**config.mk**
```make
export PLATFORM = sky130hd
export DESIGN_NAME = affine_uv_stepper
export DESIGN_NICKNAME = d
export VERILOG_FILES = /design/src/rtl/affine_pkg.sv /design/src/rtl/mult_seq.sv /design/src/rtl/affine_uv_stepper.sv
export SDC_FILE = /design/constraint.sdc
export NUM_CORES = 1
export LEC_CHECK = 0
export CORE_ASPECT_RATIO = 1.2
export CORE_MARGIN = 2
export CORE_UTILIZATION = 50
export DETAILED_ROUTE_END_ITERATION = 10
export PLACE_DENSITY = 0.76
export SLEW_MARGIN = 20
export SYNTH_ARGS = -nofsm -noshare
export SYNTH_HDL_FRONTEND = slang
export SYNTH_SLANG_ARGS = --single-unit
```
**constraint.sdc**
```tcl
create_clock -name CLK -period 6 [get_ports CLK]
set_input_delay 0.9 -clock CLK [delete_from_list [all_inputs] [get_ports CLK]]
set_output_delay 0.9 -clock CLK [all_outputs]
set_load 0.02 [all_outputs]
```
**src/rtl/affine_pkg.sv**
```systemverilog
// Shared types and constants for the rotozoom affine u/v stepper.
package affine_pkg;

   localparam int DEF_TRIG_W     = 16;
   localparam int DEF_COORD_W    = 17;
   localparam int DEF_ZOOM_SHIFT = 5;

   localparam int SHIFT_TOTAL = DEF_TRIG_W + DEF_ZOOM_SHIFT;
   localparam int A           = DEF_COORD_W + 2;

   typedef logic signed [A-1:0]          coord_t;
   typedef logic signed [DEF_TRIG_W-1:0] trig_t;

   typedef enum logic [2:0] {
      S_IDLE,
      S_MUL_US,
      S_MUL_VS,
      S_MUL_UO,
      S_MUL_VO,
      S_COMMIT
   } state_t;

endpackage

```
**src/rtl/mult_seq.sv**
```systemverilog
// Signed radix-2 shift-add multiplier, W x W -> 2W.
// Load takes one cycle, then W add steps; done pulses with the product.
module mult_seq #(
   parameter int W = 16
) (
   input  logic                  CLK,
   input  logic                  RESET,
   input  logic                  start,
   input  logic signed [W-1:0]   a,
   input  logic signed [W-1:0]   b,
   output logic                  done,
   output logic signed [2*W-1:0] p
);

   localparam int CW = $clog2(W);

   logic                  run;
   logic [CW-1:0]         cnt;
   logic signed [2*W-1:0] acc;
   logic signed [2*W-1:0] mc;
   logic [W-1:0]          mp;
   logic                  last;
   logic signed [2*W-1:0] addend;
   logic signed [2*W-1:0] acc_nx;

   assign last = (cnt == CW'(W - 1));

   // The multiplier MSB carries negative weight in two's complement.
   always_comb begin
      addend = '0;
      if (mp[0])
         addend = last ? -mc : mc;
      acc_nx = acc + addend;
   end

   always_ff @(posedge CLK) begin
      if (RESET) begin
         run  <= 1'b0;
         done <= 1'b0;
         cnt  <= '0;
         acc  <= '0;
         mc   <= '0;
         mp   <= '0;
         p    <= '0;
      end else begin
         done <= 1'b0;
         if (start && !run) begin
            run <= 1'b1;
            cnt <= '0;
            acc <= '0;
            mc  <= (2*W)'(a);
            mp  <= b;
         end else if (run) begin
            acc <= acc_nx;
            mc  <= mc <<< 1;
            mp  <= mp >> 1;
            cnt <= cnt + 1'b1;
            if (last) begin
               run  <= 1'b0;
               done <= 1'b1;
               p    <= acc_nx;
            end
         end
      end
   end

endmodule

```
**src/rtl/affine_uv_stepper.sv**
```systemverilog
// Per-frame affine u/v generator: computes strides on frame_start with a
// shared sequential multiplier, then steps u/v per pixel and per line.
module affine_uv_stepper
   import affine_pkg::*;
#(
   parameter int TRIG_W     = DEF_TRIG_W,
   parameter int COORD_W    = DEF_COORD_W,
   parameter int ZOOM_SHIFT = DEF_ZOOM_SHIFT,
   parameter int CENTRE_X   = 320,
   parameter int CENTRE_Y   = 240,
   parameter int TEX_BITS   = 7,
   parameter int WRAP_MODE  = 1
) (
   input  logic                       CLK,
   input  logic                       RESET,
   input  logic                       frame_start,
   input  logic signed [TRIG_W-1:0]   sin_in,
   input  logic signed [TRIG_W-1:0]   cos_in,
   input  logic signed [TRIG_W-1:0]   scale_in,
   input  logic                       line_start,
   input  logic                       pix_en,
   output logic                       busy,
   output logic                       params_ready,
   output logic                       overrun,
   output logic [TEX_BITS-1:0]        tex_x,
   output logic [TEX_BITS-1:0]        tex_y,
   output logic                       border,
   output logic                       uv_valid
);

   localparam int AW = COORD_W + 2;
   localparam int SH = TRIG_W + ZOOM_SHIFT;

   state_t state;

   logic signed [TRIG_W-1:0]   sin_q, cos_q, scale_q;
   logic signed [TRIG_W-1:0]   op_a, op_b;
   logic                       mul_start, mul_done;
   logic signed [2*TRIG_W-1:0] prod;
   logic signed [AW-1:0]       res;

   logic signed [AW-1:0] us_q, vs_q, uo_q, vo_q;
   logic signed [AW-1:0] u_stride, v_stride;
   logic signed [AW-1:0] u_start, v_start;
   logic signed [AW-1:0] u, v;

   assign busy         = (state != S_IDLE) && (state != S_COMMIT);
   assign params_ready = (state == S_COMMIT);
   assign res          = AW'(prod >>> SH);

   always_comb begin
      op_a = '0;
      op_b = '0;
      unique case (state)
         S_MUL_US: begin op_a = scale_q;            op_b = cos_q; end
         S_MUL_VS: begin op_a = scale_q;            op_b = sin_q; end
         S_MUL_UO: begin op_a = TRIG_W'(CENTRE_X); op_b = cos_q; end
         S_MUL_VO: begin op_a = TRIG_W'(CENTRE_Y); op_b = sin_q; end
         default: ;
      endcase
   end

   mult_seq #(.W(TRIG_W)) u_mult (
      .CLK   (CLK),
      .RESET (RESET),
      .start (mul_start),
      .a     (op_a),
      .b     (op_b),
      .done  (mul_done),
      .p     (prod)
   );

   always_ff @(posedge CLK) begin
      if (RESET) begin
         state     <= S_IDLE;
         mul_start <= 1'b0;
         overrun   <= 1'b0;
         sin_q     <= '0;
         cos_q     <= '0;
         scale_q   <= '0;
         us_q      <= '0;
         vs_q      <= '0;
         uo_q      <= '0;
         vo_q      <= '0;
      end else begin
         mul_start <= 1'b0;
         overrun   <= frame_start && busy;
         unique case (state)
            S_IDLE: if (frame_start) begin
               sin_q     <= sin_in;
               cos_q     <= cos_in;
               scale_q   <= scale_in;
               mul_start <= 1'b1;
               state     <= S_MUL_US;
            end
            S_MUL_US: if (mul_done) begin
               us_q      <= res;
               mul_start <= 1'b1;
               state     <= S_MUL_VS;
            end
            S_MUL_VS: if (mul_done) begin
               vs_q      <= res;
               mul_start <= 1'b1;
               state     <= S_MUL_UO;
            end
            S_MUL_UO: if (mul_done) begin
               uo_q      <= res;
               mul_start <= 1'b1;
               state     <= S_MUL_VO;
            end
            S_MUL_VO: if (mul_done) begin
               vo_q  <= res;
               state <= S_COMMIT;
            end
            default: state <= S_IDLE;
         endcase
      end
   end

   // Commit overrides the line_start start-advance in the same cycle.
   always_ff @(posedge CLK) begin
      if (RESET) begin
         u_stride <= '0;
         v_stride <= '0;
         u_start  <= '0;
         v_start  <= '0;
         u        <= '0;
         v        <= '0;
         uv_valid <= 1'b0;
      end else begin
         uv_valid <= line_start | pix_en;
         if (line_start) begin
            u       <= u_start;
            v       <= v_start;
            u_start <= u_start + v_stride;
            v_start <= v_start - u_stride;
         end else if (pix_en) begin
            u <= u + u_stride;
            v <= v + v_stride;
         end
         if (state == S_COMMIT) begin
            u_stride <= us_q;
            v_stride <= vs_q;
            u_start  <= -uo_q;
            v_start  <= vo_q;
         end
      end
   end

   assign tex_x  = u[COORD_W-1 -: TEX_BITS];
   assign tex_y  = v[COORD_W-1 -: TEX_BITS];
   assign border = (WRAP_MODE == 0) &&
                   ((u[AW-1 -: 2] != 2'b00) || (v[AW-1 -: 2] != 2'b00));

endmodule

```
==> reports/metrics.csv <==
stage,metric,value,unit
timing,rsz0062_at_grt,false,
synth,ys_ff_latch,285,
placement,dp.cells,2558,
cts,cts_tree,done,
cts,numCtsBuffers,29,
synth,netlist_instances,2164,
synth,synth_area_leader_cell,dfxtp_1,
power,finalPower,4638,uW
hold_path,holdPathEnd,v_stride[9],
final_layout,drive_gt1_share,4.857,%
cts,cts_setup_buffers,0,
global_route,antenna_found_initial,0,
final_layout,antenna_cells,0,
cts,clk-insertion-delay-late,0.57,ns
synth,synthArstFlopShare,0,%
timing,skew,0.01362,ns
timing,setup_viol,0,
placement,gp_congestion,0.8821,
floorplan,rows,73,
synth,syn-num-nets,2320,
setup_path,worstReg2RegStart,u_mult.cnt[0],
cts,ctsHoldBuffers,0,
routing,wl_per_cell,16.88,um
final_layout,fin_nets,2295,
timing,tns,0,ns
run,drv_cap,0,
synth,synth_edf_count,0,
timing,hold_viol,0,
synth,ys_warn_count,0,
global_route,grt.overflow.total,0,
cts,clk_pin_slew_worst_paths,0.07,ns
setup_path,crit_fanout,27,
cts,cts.htree.levels,1,
timing,fmax,0.2244,GHz
global_route,grt_pass1_vias,14800,
setup_path,crit_path_start_kind,register,
hold_path,hp-class,reg2reg,
status,status,completed,
floorplan,initial_core_util,50.64,%
cts,clkSinkCount,285,
hold_path,hold_start,vs_q[9],
synth,ys_seq_area_share,34.07,%
synth,synth_top_area_share,34.07,%
global_route,grt_usage,24.87,%
floorplan,die_h,204.5,um
floorplan,die_w,171.1,um
placement,hpwl,30.84,mm
timing,fin_crit,4.457,ns
setup_path,cp-end-kind,register,
routing,routed_wl,44.09,mm
hold_path,hold-path-cell-count,2,
global_route,grt_pass1_wl,72.07,mm
synth,synth_area_leaders,"dfxtp_1 (34%), a21oi_1 (9.8%), ha_1 (7.3%)",
final_layout,multi_input_area,10240,um^2
routing,num_vias,15422,
final_layout,fillCellCount,3142,
power,powerDensity,249.2,nW/um^2
cts,cts_resized,0,
routing,drt_iter0_markers,960,
setup_path,r2r_end,u_mult.p[26],
setup_path,cp.required,6.46,ns
routing,via_per_inst,5.904,
floorplan,core,33060,um^2
synth,yosys.cell_types.count,81,
routing,route.detailed.drc,0,
timing,post-route-period-util,74.28,%
placement,portBuffers,70,
synth,yosys-top-cells-count,"a21oi_1 (327), nand2_1 (315), dfxtp_1 (285)",
cts,ctsRootBufferMaster,clkbuf_16,
placement,place_ws,1.666,ns
power,ir_worst_vdd,210.4,uV
routing,ant_nets,0,
setup_path,rr_worst_depth,13,
final_layout,regArea,5710,um^2
power,leakage,0.007223,uW
timing,maxSlewHeadroom,27.50,%
synth,synth_area,16740,um^2
timing,hold_slack,0.4517,ns
final_layout,syn_to_final_growth,11.14,%
setup_path,r2r_setup_slack,1.54,ns
timing,worst_slack,1.543,ns
floorplan,io_pins,72,
setup_path,path_class,reg2reg,
synth,synth_ff_type,dfxtp_1,
floorplan,die_area,34970,um^2
timing,tightest_slew,1.084,ns
global_route,grt_max_degree,91,
timing,drv_slew,0,
final_layout,fin_cells,2612,
routing,first_pass_iters,5,
synth,yosysMostFrequentCell,a21oi_1,
setup_path,arrival,4.92,ns
synth,syn_avg_cell_area,7.738,um^2
cts,cts_max_path_buffers,3,
==> critical path, cell delays in order, from the launching register on <==
cell       delay (ns)
dfxtp_1          0.37
ha_1             0.22
nand3_1          0.61
or3_2            0.69
a21boi_0         0.20
ha_1             0.25
nand4_1          0.16
a211oi_1         0.34
o31ai_1          0.16
a2111oi_0        0.61
or2_1            0.23
a21oi_1          0.10
xnor2_1          0.18
a22o_1           0.22
==> registers in the layout (all words and copies together) (netlist names), 16 cells and up <==
name,count
cos_q,16
scale_q,16
sin_q,16
u,17
u_mult.acc,32
u_mult.mc,32
u_mult.mp,16
u_start,17
v,17
v_start,17
==> logic make-up after synthesis <==
group,share of synthesized area (%)
AO/OA/AOI/OAI,24.49
XOR/XNOR,5.597
adder cells (fa/ha/maj),7.980
buffers and inverters,4.827
flip-flops,34.07
multiplexers,1.748
other,0.02239
AND/OR/NAND/NOR,21.26
==> final cells by class <==
type	count	share of cell area (%)
clock buffer	38	4.518
timing repair buffer	88	4.471
clock inverter	16	1.183
sequential	285	30.68
tap	450	3.025
inverter	54	1.089
multi-input combinational	1681	55.03
==> stage by stage <==
step,util (%),area (um^2)
6_report,56.29,18610
4_1_cts,56.28,18610
5_1_grt,56.29,18610
3_3_place_gp,53.06,17540
3_5_place_dp,53.07,17550
2_1_floorplan,-,16740
==> worst max-delay path by stage <==
| stage | from | to | slack, ns |
|---|---|---|---|
| after global routing | u_mult.cnt[0] | u_mult.p[26] | 1.06 |
| final | u_mult.cnt[0] | u_mult.p[26] | 1.54 |
| after detailed placement | u_mult.cnt[0] | u_mult.p[26] | 1.67 |
| after global placement | u_mult.cnt[0] | u_mult.p[26] | 1.81 |
| after floorplan | u_mult.mc[6] | u_mult.p[28] | 2.34 |
| after CTS | u_mult.cnt[0] | u_mult.p[26] | 1.63 |
==> routing by layer <==
layer  global-route usage (%)  vias to the layer above  part of all wire [%]
li1                         -                     7629                     -
met4                    9.534                        0                   3.3
met3                    2.421                      106                   4.6
met2                    45.02                      390                    50
met5                        0                        -                     0
met1                    30.17                     7297                    42
==> report_power, final <==
group / switching (uW) / internal (uW)
clock: 806 / 1170
combinational: 362 / 264
sequential: 69.6 / 1970
total: 1240 / 3400
==> layout by cell type (no fill, tap or decap), drive strengths merged, types with 38 or more instances in the layout <==
| cell | instances |
|---|---|
| xor2 | 49 |
| o21ai | 78 |
| inv | 57 |
| dfxtp | 285 |
| a21oi | 328 |
| a211oi | 54 |
| clkbuf | 38 |
| nor2 | 202 |
| ha | 98 |
| nor3 | 53 |
| xnor2 | 58 |
| clkdlybuf4s50 | 68 |
| nand2 | 315 |
Note: power is estimated with default switching activity, not from simulation.
